## src/rtl/kbd_fifo4.sv

```systemverilog
// kbd_fifo4: 4-entry, 16-bit first-word fall-through FIFO with sticky overflow flag and synchronous flush.
module kbd_fifo4 (
    input  logic        clk,
    input  logic        reset,
    input  logic        clear,
    input  logic [15:0] in_data,
    input  logic        in_valid,
    output logic        in_ready,
    output logic [15:0] out_data,
    output logic        out_valid,
    input  logic        out_ready,
    output logic [2:0]  count,
    output logic        overflow
);
    logic [15:0] mem [4];
    logic [1:0]  wr_ptr, rd_ptr;
    logic        push, pop;
    // Handshakes derive only from count, so neither ready nor valid sees the other side.
    always_comb begin
        in_ready  = count != 3'd4;
        out_valid = count != 3'd0;
        push      = in_valid & in_ready;
        pop       = out_valid & out_ready;
        out_data  = out_valid ? mem[rd_ptr] : 16'h0000;
    end
    always_ff @(posedge clk) begin
        if (reset) begin
            for (int i = 0; i < 4; i++) mem[i] <= 16'h0000;
            wr_ptr   <= 2'd0;
            rd_ptr   <= 2'd0;
            count    <= 3'd0;
            overflow <= 1'b0;
        end else if (clear) begin
            wr_ptr   <= 2'd0;
            rd_ptr   <= 2'd0;
            count    <= 3'd0;
            overflow <= 1'b0;
        end else begin
            if (push) mem[wr_ptr] <= in_data;
            wr_ptr   <= wr_ptr + {1'b0, push};
            rd_ptr   <= rd_ptr + {1'b0, pop};
            count    <= count + {2'b00, push} - {2'b00, pop};
            overflow <= overflow | (in_valid & ~in_ready);
        end
    end
endmodule

```

## config.mk

```make
export PLATFORM = sky130hd
export DESIGN_NAME = kbd_fifo4
export DESIGN_NICKNAME = d
export VERILOG_FILES = /design/src/rtl/kbd_fifo4.sv
export SDC_FILE = /design/constraint.sdc
export NUM_CORES = 1
export LEC_CHECK = 0
export CELL_PAD_IN_SITES_DETAIL_PLACEMENT = 1
export CELL_PAD_IN_SITES_GLOBAL_PLACEMENT = 1
export CORE_MARGIN = 2
export CORE_UTILIZATION = 46
export CTS_CLUSTER_SIZE = 28
export DETAILED_ROUTE_END_ITERATION = 16
export PLACE_DENSITY = 0.81
export SLEW_MARGIN = 20
export SYNTH_ARGS = -nofsm -noshare
export SYNTH_HDL_FRONTEND = slang
export SYNTH_SLANG_ARGS = --single-unit
```

## constraint.sdc

```tcl
create_clock -name clk -period 2.4 [get_ports clk]
set_input_delay 0.36 -clock clk [delete_from_list [all_inputs] [get_ports clk]]
set_output_delay 0.36 -clock clk [all_outputs]
set_load 0.1 [all_outputs]
```

# Yosys cells after proc, flatten, opt, wreduce, memory -nomap -nowiden

Memories as Yosys holds them, arrays and structs flattened. A register that Yosys moved wholly into a read port is not among the register bits.
Index checks and enable logic that the tools add are counted.
W data, S select, Z words.

Memory bits (writable): 64
Bits of input ports: 21
Register bits: 8
Memories kept: 1
Output and inout port bits: 22
Logic and storage cells: 29

Bitwise logic cells: 5
Add/sub/neg operators: 4
Muxes and demuxes: 11
Eq/ne operators: 1
Reduce and logical (&&, ||, !) cells: 3

Memory list:

| name | depth | bits a word | rd ports | clocked after memory_dff | write ports | RTL line | RTL |
|---|---|---|---|---|---|---|---|
| mem  | 4     | 16          | 1        | 1                        | 4           | 15       | `logic [15:0] mem [4];` |

Operators with widths:

| cell                 | count |
|---|---|
| $mux W16             | 2 |
| $reduce_or A16 Y1    | 1 |
| $mux W1              | 7 |
| $add A2 B1 Y2        | 2 |
| $mux W2              | 2 |
| $add A3 B1 Y3        | 1 |
| $and A1 B1 Y1        | 3 |
| $ne A3 B3 Y1 const B | 1 |
| $reduce_bool A3 Y1   | 1 |
| $sub A3 B1 Y3        | 1 |
| $reduce_or A2 Y1     | 1 |
| $not A1 Y1           | 1 |
| $or A1 B1 Y1         | 1 |

# Depth between registers and ports, before layout

Gate-level depths: netlist of run 1.

Depth in word-level cells: 8
Mapped depth: 9
Gate-level depth less buffers: 9

# Worst setup path before layout of run 1

Ideal clock, no wire load.

Path kind: register to output
Start point: register count[1]
End point: output out_data[10]
Slack: -1.172 ns
Data required time: 2.040 ns
Buffers on the path: 1
Arrival time: 3.212 ns
Stages on the path, launching flop included: 4
Cell sequence: dfxtp_1 -> or3_1 -> clkbuf_1 -> and2_1

Cells in the longest elaborated chain, start to end: 2

Ends and longest elaborated chain:

| what                     | RTL line | RTL |
|---|---|---|
| start: declaration       | 12       | `output logic [2:0] count,` |
| start signal: assignment | 42       | `count <= count + {2'b00, push} - {2'b00, pop};` |
| $reduce_bool A3 Y1       | 21       | `out_valid = count != 3'd0;` |
| via out_valid            | 10       | `output logic out_valid,` |
| $mux W16                 | 24       | `out_data = out_valid ? mem[rd_ptr] : 16'h0000;` |
| end: declaration         | 9        | `output logic [15:0] out_data,` |

The timed path passes the listed nets, and every way through them passes these cells.

==> metrics.txt, run 1 <==
# TYPE chip_impl_metric gauge
chip_impl_metric{name="filler_cell_count",unit=""} 687
chip_impl_metric{name="worst_slew_margin_rel",unit=""} 0.547
chip_impl_metric{name="post-cts-setup-buffer-count",unit=""} 0
chip_impl_metric{name="numCtsBuffers",unit=""} 9
chip_impl_metric{name="global_route.usage.total",unit=""} 0.199
chip_impl_metric{name="use_met2",unit=""} 0.350
chip_impl_metric{name="grt_met3_use",unit=""} 0.0545
chip_impl_metric{name="instances_no_fill",unit=""} 376
chip_impl_metric{name="avgViaCountPerCell",unit=""} 5.13
chip_impl_metric{name="chipHeight",unit="µm"} 89.2
chip_impl_info{name="mostFrequentLayoutCell",value="and2_1"} 1
chip_impl_metric{name="post-dp-hpwl",unit="µm"} 4940
chip_impl_metric{name="p_leak",unit="nW"} 1.59
chip_impl_metric{name="combinationalPowerShare",unit=""} 0.192
chip_impl_metric{name="placedCellCount",unit=""} 360
chip_impl_metric{name="share_seq_of_total_power",unit=""} 0.493
chip_impl_metric{name="hold-path-cell-count",unit=""} 2
chip_impl_metric{name="worst_r2r_path_depth",unit=""} 9
chip_impl_metric{name="cts.sinks",unit=""} 72
chip_impl_metric{name="drive_gt1_frac",unit=""} 0.329
chip_impl_metric{name="drtPass1Iterations",unit=""} 4
chip_impl_info{name="worstSetupStartpoint",value="rd_ptr[1]"} 1
chip_impl_metric{name="period_share",unit=""} 0.944
chip_impl_metric{name="numPortBuffers",unit=""} 42
chip_impl_metric{name="worst_pin_slew",unit="ns"} 0.679
chip_impl_metric{name="avgRoutedWirePerCell",unit="µm"} 18.8
chip_impl_metric{name="syn-instance-count",unit=""} 216
chip_impl_metric{name="grt_remaining_overflow",unit=""} 0
chip_impl_metric{name="ys_ff_latch",unit=""} 72
chip_impl_metric{name="worst-endpoint-arrival",unit="ns"} 1.90
chip_impl_info{name="root_buffer",value="clkbuf_8"} 1
chip_impl_metric{name="cts_resized",unit=""} 0
chip_impl_metric{name="netlist.area_leader.share",unit=""} 0.576
chip_impl_metric{name="synth_warnings",unit=""} 0
chip_impl_metric{name="horizontal_extent_of_the_die",unit="µm"} 89.2
chip_impl_info{name="holdCritPathClass",value="register to register"} 1
chip_impl_metric{name="fmax",unit="GHz"} 0.442
chip_impl_metric{name="first_global_vias",unit=""} 2097
chip_impl_metric{name="cts_htree_levels",unit=""} 3
chip_impl_metric{name="syn-cell-area",unit="µm²"} 3340
chip_impl_metric{name="worst-endpoint-required",unit="ns"} 2.04
chip_impl_metric{name="nets_in_the_synthesized_netlist",unit=""} 240
chip_impl_metric{name="report.final.setup_viol",unit=""} 0
chip_impl_metric{name="syn_to_final_growth",unit="%"} 29.4
chip_impl_info{name="clock_tree_from_tritoncts",value="built"} 1
chip_impl_metric{name="path_max_fanout",unit=""} 11
chip_impl_metric{name="cts_max_path_buffers",unit=""} 2
chip_impl_info{name="cp_cell_sequence",value="buf_4 -> mux4_2 -> and2_1 -> buf_12"} 1
chip_impl_info{name="hold_start",value="overflow"} 1
chip_impl_info{name="status",value="finished, final reports clean"} 1
chip_impl_metric{name="final_max_slew_viol_count",unit=""} 0
chip_impl_metric{name="power.internal",unit="mW"} 2.11
chip_impl_metric{name="cellPowerDensity",unit="nW/µm²"} 681
chip_impl_info{name="synthFlopType",value="edfxtp_1"} 1
chip_impl_metric{name="core-area",unit="µm²"} 7140
chip_impl_info{name="final_cell_mix",value="73 x and2_1, 64 x edfxtp_1, 20 x clkdlybuf4s50_1"} 1
chip_impl_metric{name="fin_worst_skew",unit="ns"} 0.00434
chip_impl_metric{name="syn-mean-instance-area",unit="µm²"} 15.4
chip_impl_metric{name="postRouteWirelength",unit="µm"} 7070
chip_impl_metric{name="path_clk_slew",unit="ns"} 0.08
chip_impl_metric{name="post-route-min-period",unit="ns"} 2.26
chip_impl_info{name="r2r_start",value="count[0]"} 1
chip_impl_metric{name="route.antenna.remaining_nets",unit=""} 0
chip_impl_metric{name="die_area",unit="µm²"} 7950
chip_impl_metric{name="grt_start_max_net_pins",unit=""} 18
chip_impl_metric{name="synth.distinct_cells",unit=""} 30
chip_impl_info{name="cp-end-kind",value="output pin"} 1
chip_impl_metric{name="final-hold-violation-count",unit=""} 0
chip_impl_metric{name="grt_util_met1",unit=""} 0.237
chip_impl_metric{name="dp_worst_setup_slack",unit="ns"} 0.00562
chip_impl_info{name="rsz0062_at_grt",value="no"} 1
chip_impl_metric{name="synth_sequential_area_ratio",unit=""} 0.624
chip_impl_metric{name="final_net_count",unit=""} 296
chip_impl_metric{name="finalWorstSetupSlack",unit="ns"} 0.135
chip_impl_metric{name="antenna_found_initial",unit=""} 0
chip_impl_info{name="critPathSlowestCell",value="dfxtp_1"} 1
chip_impl_metric{name="placementRows",unit=""} 31
chip_impl_info{name="critPathKind",value="register to output pin"} 1
chip_impl_metric{name="power_switching_share",unit=""} 0.281
chip_impl_metric{name="cp_slowest_stage_delay",unit="ns"} 0.56
chip_impl_metric{name="holdBufCountCts",unit=""} 0
chip_impl_metric{name="drc",unit=""} 0
chip_impl_info{name="synth_area_leader_cell",value="edfxtp_1"} 1
chip_impl_metric{name="gpl.final_weighted_congestion",unit=""} 0.754
chip_impl_metric{name="initial_util",unit=""} 0.467
chip_impl_metric{name="max_cap_violations",unit=""} 0
chip_impl_metric{name="drt-initial-drc-count",unit=""} 60
chip_impl_metric{name="net-switching-power",unit="mW"} 0.827
chip_impl_info{name="globalRoute.busiestLayer",value="met2"} 1
chip_impl_metric{name="peakVddDrop",unit="mV"} 0.309
chip_impl_metric{name="routed-via-count",unit=""} 1930
chip_impl_metric{name="insertion_delay_of_the_later_clocked_pin_in_the_worst_skew_pair",unit="ns"} 0.34
chip_impl_metric{name="antenna-diode-count",unit=""} 0
chip_impl_info{name="timing.critical_path.from_type",value="register"} 1
chip_impl_metric{name="ys_async_sr_fraction",unit=""} 0
chip_impl_metric{name="design.portCount",unit=""} 43
chip_impl_metric{name="post_synth_edffs",unit=""} 64
chip_impl_info{name="synthTopCellsByArea",value="edfxtp_1 58%, and2_1 15%, mux4_2 11%"} 1
chip_impl_metric{name="grt_first_pass_wirelength",unit="µm"} 11300
chip_impl_metric{name="share_clk_of_total_power",unit=""} 0.316
final timing paths:
path                  to  slack [ns]
max          out_data[0]        0.14
max reg2reg     count[2]        0.32
min reg2reg     overflow        0.50
min             overflow        0.50
cells in the mapped netlist, drive strengths merged, types with 2 or more instances:
cell and count:
and2 83, buf 6, clkbuf 3, dfxtp 8
edfxtp 64, ha 2, inv 3, mux4 16
nor2 7, nor4 2, nor4b 2, or2 5
xnor2 4, xor2 2
cell families after synthesis:
kind of cell / after synthesis / share of synthesized area
adder cells (fa/ha/maj): 3 / 0.0135
flip-flops: 72 / 0.624
AO/OA/AOI/OAI: 4 / 0.00938
XOR/XNOR: 6 / 0.0158
multiplexers: 16 / 0.108
buffers and inverters: 12 / 0.0203
AND/OR/NAND/NOR: 103 / 0.209
per-layer routing:
layer	up-vias	routed length [µm]
met5	-	0
met4	0	131
met3	13	246
met2	43	3730
met1	981	2960
li1	893	-
area by class of cell:
cell class,instances,area (µm²),share of cell area
inverters,3,25.0,0.00580
clock inverters,7,62.6,0.0145
multi-input cells,132,1210,0.281
flip-flops and latches,72,2090,0.484
clock buffers,9,124,0.0287
well taps,99,124,0.0287
repair buffers,54,681,0.158
sequential cells by signal, indices dropped and copies added, names as in the netlist:
signal	count
overflow	1
wr_ptr	2
rd_ptr	2
count	3
mem	64
metrics by stage:
step / hold slack (ns) / instance area, µm² / util / setup TNS (ns) / total power, mW
after floorplan: 0.501 / 3380 / - / -0.408 / 1.82
after global placement: 0.465 / 4130 / 0.579 / 0 / 2.03
after detailed placement: 0.494 / 4130 / 0.579 / 0 / 2.05
after CTS: 0.520 / 4320 / 0.605 / 0 / 2.96
after global routing: 0.571 / 4320 / 0.605 / 0 / 3.04
final: 0.503 / 4320 / 0.605 / 0 / 2.94
worst max-delay path: cells and delay by family (launching register included):
kind,cells,cell delay [ns]
buffers and inverters,2,0.47
and+or+nand+nor,1,0.20
muxes,1,0.33
DFF,1,0.56
power by group through the flow:
stage	clock (mW)	sequential, mW	combinational [mW]
6_report	0.927	1.45	0.563
5_1_grt	0.991	1.46	0.591
4_1_cts	0.943	1.45	0.571
3_5_place_dp	0	1.48	0.569
3_3_place_gp	0	1.47	0.555
2_1_floorplan	0	1.49	0.330
No activity file was read; power rests on OpenSTA's default activity.
==> run 2, diff against run 1 <==
--- a/config.mk
+++ b/config.mk
@@ -7,12 +7,11 @@
 export LEC_CHECK = 0
 export CELL_PAD_IN_SITES_DETAIL_PLACEMENT = 1
 export CELL_PAD_IN_SITES_GLOBAL_PLACEMENT = 1
-export CORE_MARGIN = 2
+export CORE_MARGIN = 1
 export CORE_UTILIZATION = 46
 export CTS_CLUSTER_SIZE = 28
 export DETAILED_ROUTE_END_ITERATION = 16
 export PLACE_DENSITY = 0.81
-export SLEW_MARGIN = 20
 export SYNTH_ARGS = -nofsm -noshare
 export SYNTH_HDL_FRONTEND = slang
 export SYNTH_SLANG_ARGS = --single-unit
==> run 2 against run 1 <==
Compared with the run above:
- core utilization rose by 1.9 points
- critical path type unchanged
- register-to-register slack lost 0.04 ns
- final area shrank 0.17%
- critical endpoint is now out_data[15]
- final cell count is 0.27% lower
- critical path depth is the same
==> metrics.txt, run 2 (synthesis gave the netlist of run 1 again) <==
# TYPE chip_impl_metric gauge
chip_impl_info{name="status",value="finished, final reports clean"} 1
chip_impl_metric{name="route.antenna.remaining_nets",unit=""} 0
chip_impl_metric{name="core-area",unit="µm²"} 6910
chip_impl_metric{name="routed-via-count",unit=""} 1927
chip_impl_metric{name="post_dp_cell_area",unit="µm²"} 4150
chip_impl_metric{name="grt_start_max_net_pins",unit=""} 18
chip_impl_info{name="crit_path_end",value="out_data[15]"} 1
chip_impl_metric{name="postLayoutCellArea",unit="µm²"} 4310
chip_impl_info{name="cp_cell_sequence",value="buf_4 -> mux4_2 -> and2_1 -> buf_12"} 1
chip_impl_metric{name="worst-endpoint-arrival",unit="ns"} 1.90
chip_impl_metric{name="initial_util",unit=""} 0.483
chip_impl_info{name="root_buffer",value="clkbuf_8"} 1
chip_impl_info{name="holdCritPathClass",value="register to register"} 1
chip_impl_metric{name="fin_worst_skew",unit="ns"} 0.00620
chip_impl_metric{name="global_route.usage.total",unit=""} 0.218
chip_impl_info{name="globalRoute.busiestLayer",value="met2"} 1
chip_impl_metric{name="avgRoutedWirePerCell",unit="µm"} 19.5
chip_impl_metric{name="post-route-min-period",unit="ns"} 2.26
chip_impl_metric{name="cts.sinks",unit=""} 72
chip_impl_info{name="rsz0062_at_grt",value="no"} 1
chip_impl_metric{name="worst_pin_slew",unit="ns"} 0.700
chip_impl_metric{name="cts_max_path_buffers",unit=""} 2
chip_impl_info{name="clock_tree_from_tritoncts",value="built"} 1
chip_impl_info{name="critPathSlowestCell",value="mux4_2"} 1
chip_impl_metric{name="final-hold-violation-count",unit=""} 0
chip_impl_metric{name="gpl.final_weighted_congestion",unit=""} 0.721
chip_impl_metric{name="fmax",unit="GHz"} 0.442
chip_impl_metric{name="path_clk_slew",unit="ns"} 0.07
chip_impl_metric{name="numPortBuffers",unit=""} 42
chip_impl_metric{name="holdBufCountCts",unit=""} 0
chip_impl_info{name="critPathKind",value="register to output pin"} 1
chip_impl_metric{name="use_met2",unit=""} 0.395
chip_impl_metric{name="final_max_slew_viol_count",unit=""} 0
chip_impl_metric{name="final_net_count",unit=""} 298
chip_impl_metric{name="antenna_found_initial",unit=""} 0
chip_impl_info{name="top_register",value="mem"} 1
chip_impl_metric{name="grt_met3_use",unit=""} 0.0569
chip_impl_metric{name="insertion_delay_of_the_later_clocked_pin_in_the_worst_skew_pair",unit="ns"} 0.34
chip_impl_metric{name="worst-endpoint-required",unit="ns"} 2.04
chip_impl_metric{name="horizontal_extent_of_the_die",unit="µm"} 87.2
chip_impl_metric{name="cts_htree_levels",unit=""} 3
chip_impl_info{name="r2r_start",value="count[0]"} 1
chip_impl_info{name="worstSetupStartpoint",value="rd_ptr[0]"} 1
chip_impl_metric{name="drt-initial-drc-count",unit=""} 43
chip_impl_metric{name="worst_slew_margin_rel",unit=""} 0.533
chip_impl_metric{name="first_global_vias",unit=""} 2157
chip_impl_metric{name="period_share",unit=""} 0.943
chip_impl_metric{name="die_area",unit="µm²"} 7600
chip_impl_metric{name="cellPowerDensity",unit="nW/µm²"} 657
chip_impl_metric{name="p_leak",unit="nW"} 1.58
chip_impl_metric{name="grt_first_pass_wirelength",unit="µm"} 11500
chip_impl_metric{name="post-dp-hpwl",unit="µm"} 5090
chip_impl_metric{name="hold-path-cell-count",unit=""} 2
chip_impl_metric{name="postRouteWirelength",unit="µm"} 7300
chip_impl_metric{name="worst-path-stages",unit=""} 4
chip_impl_metric{name="numCtsBuffers",unit=""} 9
chip_impl_metric{name="grt_remaining_overflow",unit=""} 0
chip_impl_metric{name="syn_to_final_growth",unit="%"} 29.2
chip_impl_metric{name="avgViaCountPerCell",unit=""} 5.14
chip_impl_metric{name="cp_slowest_stage_delay",unit="ns"} 0.57
chip_impl_metric{name="max_cap_violations",unit=""} 0
chip_impl_metric{name="largest_reg_flops",unit=""} 64
chip_impl_metric{name="path_max_fanout",unit=""} 12
chip_impl_metric{name="finalWorstSetupSlack",unit="ns"} 0.136
chip_impl_info{name="mostFrequentLayoutCell",value="and2_1"} 1
chip_impl_metric{name="critical_path_buf_inv_count",unit=""} 2
chip_impl_metric{name="chipHeight",unit="µm"} 87.2
chip_impl_metric{name="regToRegSetupSlack",unit="ns"} 0.28
chip_impl_info{name="timing.critical_path.from_type",value="register"} 1
chip_impl_metric{name="peakVddDrop",unit="mV"} 0.340
chip_impl_metric{name="report.final.setup_viol",unit=""} 0
chip_impl_metric{name="dp_worst_setup_slack",unit="ns"} -0.00438
chip_impl_metric{name="drive_gt1_frac",unit=""} 0.315
chip_impl_metric{name="post-cts-setup-buffer-count",unit=""} 0
chip_impl_info{name="final_cell_mix",value="73 x and2_1, 64 x edfxtp_1, 20 x clkdlybuf4s50_1"} 1
chip_impl_info{name="cp-end-kind",value="output pin"} 1
chip_impl_metric{name="cts_resized",unit=""} 0
chip_impl_info{name="timing.rr.end",value="count[2]"} 1
chip_impl_metric{name="design.portCount",unit=""} 43
chip_impl_metric{name="grt_util_met1",unit=""} 0.247
chip_impl_info{name="kind_of_cell_adding_the_most_delay_to_the_critical_path",value="multiplexers"} 1
chip_impl_info{name="largest_registers",value="mem (64), count (3)"} 1
chip_impl_metric{name="worst_r2r_path_depth",unit=""} 9
chip_impl_metric{name="drc",unit=""} 0
chip_impl_metric{name="placementRows",unit=""} 30
chip_impl_metric{name="drtPass1Iterations",unit=""} 4
chip_impl_metric{name="antenna-diode-count",unit=""} 0
-- run 2: changes by cell type in the layout (fill, tap and decap cells not counted) --
cell / before / now
clkinv_2: 5 / 1
clkinv_1: 0 / 3
clkbuf_1: 0 / 2
buf_12: 18 / 19
buf_4: 16 / 17
bufinv_16: 1 / 0
-- run 2: worst min-delay path by stage --
stage              from  endpoint
2_1_floorplan  in_valid  overflow
3_3_place_gp   overflow  overflow
3_5_place_dp   overflow  overflow
4_1_cts        overflow  overflow
5_1_grt        overflow  overflow
6_report       overflow  overflow
-- run 2: per-stage QoR --
stage               TNS [ns]  hold slack, ns  std cells  utilization  power [mW]
floorplan             -0.408           0.501        216            -        1.82
global placement           0           0.475        359        0.601        2.04
detailed placement   -0.0491           0.463        359        0.601        2.05
CTS                        0           0.485        375        0.624        2.85
global route               0           0.523        375        0.624        2.92
finish                     0           0.482        375        0.624        2.83
-- run 2: metal layers --
metal,wire [µm],up-vias
met5,0,-
met3,218,6
li1,-,893
met1,2950,989
met2,4050,39
met4,80,0
-- run 2: final cells by class --
class	instances	area [µm²]
clock buffers	11	131
fillers	679	2600
inverters	3	25.0
clock inverters	5	23.8
flip-flops and latches	72	2090
repair buffers	56	708
well taps	96	120
multi-input cells	132	1210
-- run 2: report_power, final --
| group | internal (mW) | switching, mW |
|---|---|---|
| Combinational | 0.224 | 0.347 |
| Clock | 0.364 | 0.447 |
| Sequential | 1.42 | 0.0275 |
-- run 2: worst min-delay path, stage by stage, from the launching register on --
cell and delay (ns):
dfxtp_1 0.34, a21oi_1 0.04, nor2_1 0.07
==> RTL change (config.mk and constraints of run 1) <==
Put one more register stage on the output `count`, without a reset. The value now appears one clock later. The other outputs are not delayed to match.
--- a/src/rtl/kbd_fifo4.sv
+++ b/src/rtl/kbd_fifo4.sv
@@ -14,2 +14,4 @@
 );
+
+    logic [2:0] count_s0;
     logic [15:0] mem [4];
@@ -19,4 +21,4 @@
     always_comb begin
-        in_ready  = count != 3'd4;
-        out_valid = count != 3'd0;
+        in_ready  = count_s0 != 3'd4;
+        out_valid = count_s0 != 3'd0;
         push      = in_valid & in_ready;
@@ -30,3 +32,3 @@
             rd_ptr   <= 2'd0;
-            count    <= 3'd0;
+            count_s0 <= 3'd0;
             overflow <= 1'b0;
@@ -35,3 +37,3 @@
             rd_ptr   <= 2'd0;
-            count    <= 3'd0;
+            count_s0 <= 3'd0;
             overflow <= 1'b0;
@@ -41,3 +43,3 @@
             rd_ptr   <= rd_ptr + {1'b0, pop};
-            count    <= count + {2'b00, push} - {2'b00, pop};
+            count_s0 <= count_s0 + {2'b00, push} - {2'b00, pop};
             overflow <= overflow | (in_valid & ~in_ready);
@@ -45,2 +47,6 @@
     end
+    always_ff @(posedge clk) begin
+        count <= count_s0;
+    end
+
 endmodule
Function: changed (a bounded check fails within 4 cycles, from zero or initial values).
==> RTL change against run 1 <==
Area after synthesis grew 1.8%; routed wire length grew 5.8%; sequential cell count grew 3; via count grew 1.8%; highest routed layer unchanged; total power grew 9.4%; maximum frequency grew 1.4%; clock power grew 23%; design area grew 3.0%; largest power group unchanged; clock skew grew 0.0033 ns; worst setup slack gained 0.032 ns; sequential power grew 3%.
==> RTL change: results (changes against run 1) <==
Routability Congestion=0.722 (was 0.754); sequential share of the synthesized area=0.631 (was 0.624); Power Clock=1.14 mW (was 0.927 mW); Clk network pwr share=0.356 (was 0.316); nets=302 (was 296); placed cell area=4210 um^2 (was 4130 um^2); Syn Nets=243 (was 240); number of global-route vias before repair=2194 (was 2097); Vias per Instance=5.14 (was 5.13); H-tree depth=3 (unchanged); gr usage total=0.203 (was 0.199); status=completed (unchanged); Largest regs=mem x64, count x3, count_s0 x3 (was mem x64, count x3); n_diodes=0 (unchanged); P_seq=1.50 mW (was 1.45 mW); switching share of power=0.259 (was 0.281); WL per Instance=19.6 um (was 18.8 um); Max FO, Critical Path=17 (was 11); relative slew slack=0.548 (was 0.547); top post-synthesis cells by area=edfxtp_1 (57%), and2_1 (15%), mux4_2 (11%) (was edfxtp_1 (58%), and2_1 (15%), mux4_2 (11%)); Worst Skew=0.00766 ns (was 0.00434 ns); VDD IR max=407 uV (was 309 uV); fill cell count=689 (was 687); leakage=1.64 nW (was 1.59 nW); placed insts=366 (was 360); Post-DP HPWL=4970 um (was 4940 um); initial antenna violation count=0 (unchanged); postcts setup bufs=0 (unchanged); fin cells=382 (was 376); syn_area_per_cell=15.5 um^2 (was 15.4 um^2); first-pass GRT wire length=12300 um (was 11300 um); pre-CTS setup slack=0.103 ns (was 0.00562 ns); share of cells above drive strength 1=0.290 (was 0.329); list of most frequent post-synthesis cells=and2_1 (82), edfxtp_1 (64), mux4_2 (16) (unchanged); critical path arrival=1.87 ns (was 1.90 ns)
[RTL change: cell types whose count changed in the layout (fill, tap and decap cells not counted), moves of 2 or more]
| cell | run 1 | this run |
|---|---|---|
| and2_1 | 73 | 82 |
| dfxtp_1 | 5 | 8 |
| buf_12 | 18 | 20 |
| clkbuf_1 | 0 | 2 |
| clkinv_2 | 5 | 0 |
| and2_4 | 9 | 1 |
| bufinv_16 | 1 | 3 |
[RTL change: worst paths after layout]
check	start	end	slack, ns	cells after the start
setup reg to reg	count_s0[2]$_SDFF_PP0_	count_s0[2]$_SDFF_PP0_	0.29	9
setup / recovery	count_s0[1]$_SDFF_PP0_	out_data[7]	0.17	3
hold reg to reg	count_s0[2]$_SDFF_PP0_	count[2]$_DFF_P_	0.41	0
hold / removal	count_s0[2]$_SDFF_PP0_	count[2]$_DFF_P_	0.41	0
[RTL change: kinds of logic after synthesis]
logic type | after synthesis | synth area share
adders and majority gates | 3 | 0.0133
buffers and inverters | 12 | 0.0199
AOI/OAI and AO/OA | 4 | 0.00921
and+or+nand+nor | 103 | 0.205
DFF | 75 | 0.631
muxes | 16 | 0.106
xor gates and xnor gates | 6 | 0.0155
[RTL change: layout make-up]
type | instances | area (um^2) | area share
Sequential cell | 75 | 2150 | 0.483
Clock inverter | 5 | 101 | 0.0228
Inverter | 3 | 25.0 | 0.00563
Timing Repair Buffer | 57 | 728 | 0.164
Tap cell | 99 | 124 | 0.0279
Multi-Input combinational cell | 132 | 1190 | 0.268
Clock buffer | 11 | 131 | 0.0295
[RTL change: layer usage]
layer  GRT usage  part of all wire
met5           0                 0
met4      0.0615             0.013
met3      0.0386             0.035
met2       0.369              0.55
met1       0.247              0.41
[RTL change: critical path, cell delays in order (launching register included)]
cell and delay [ns]:
dfxtp_2 0.37, or3_1 0.67, and2_1 0.31, buf_12 0.17
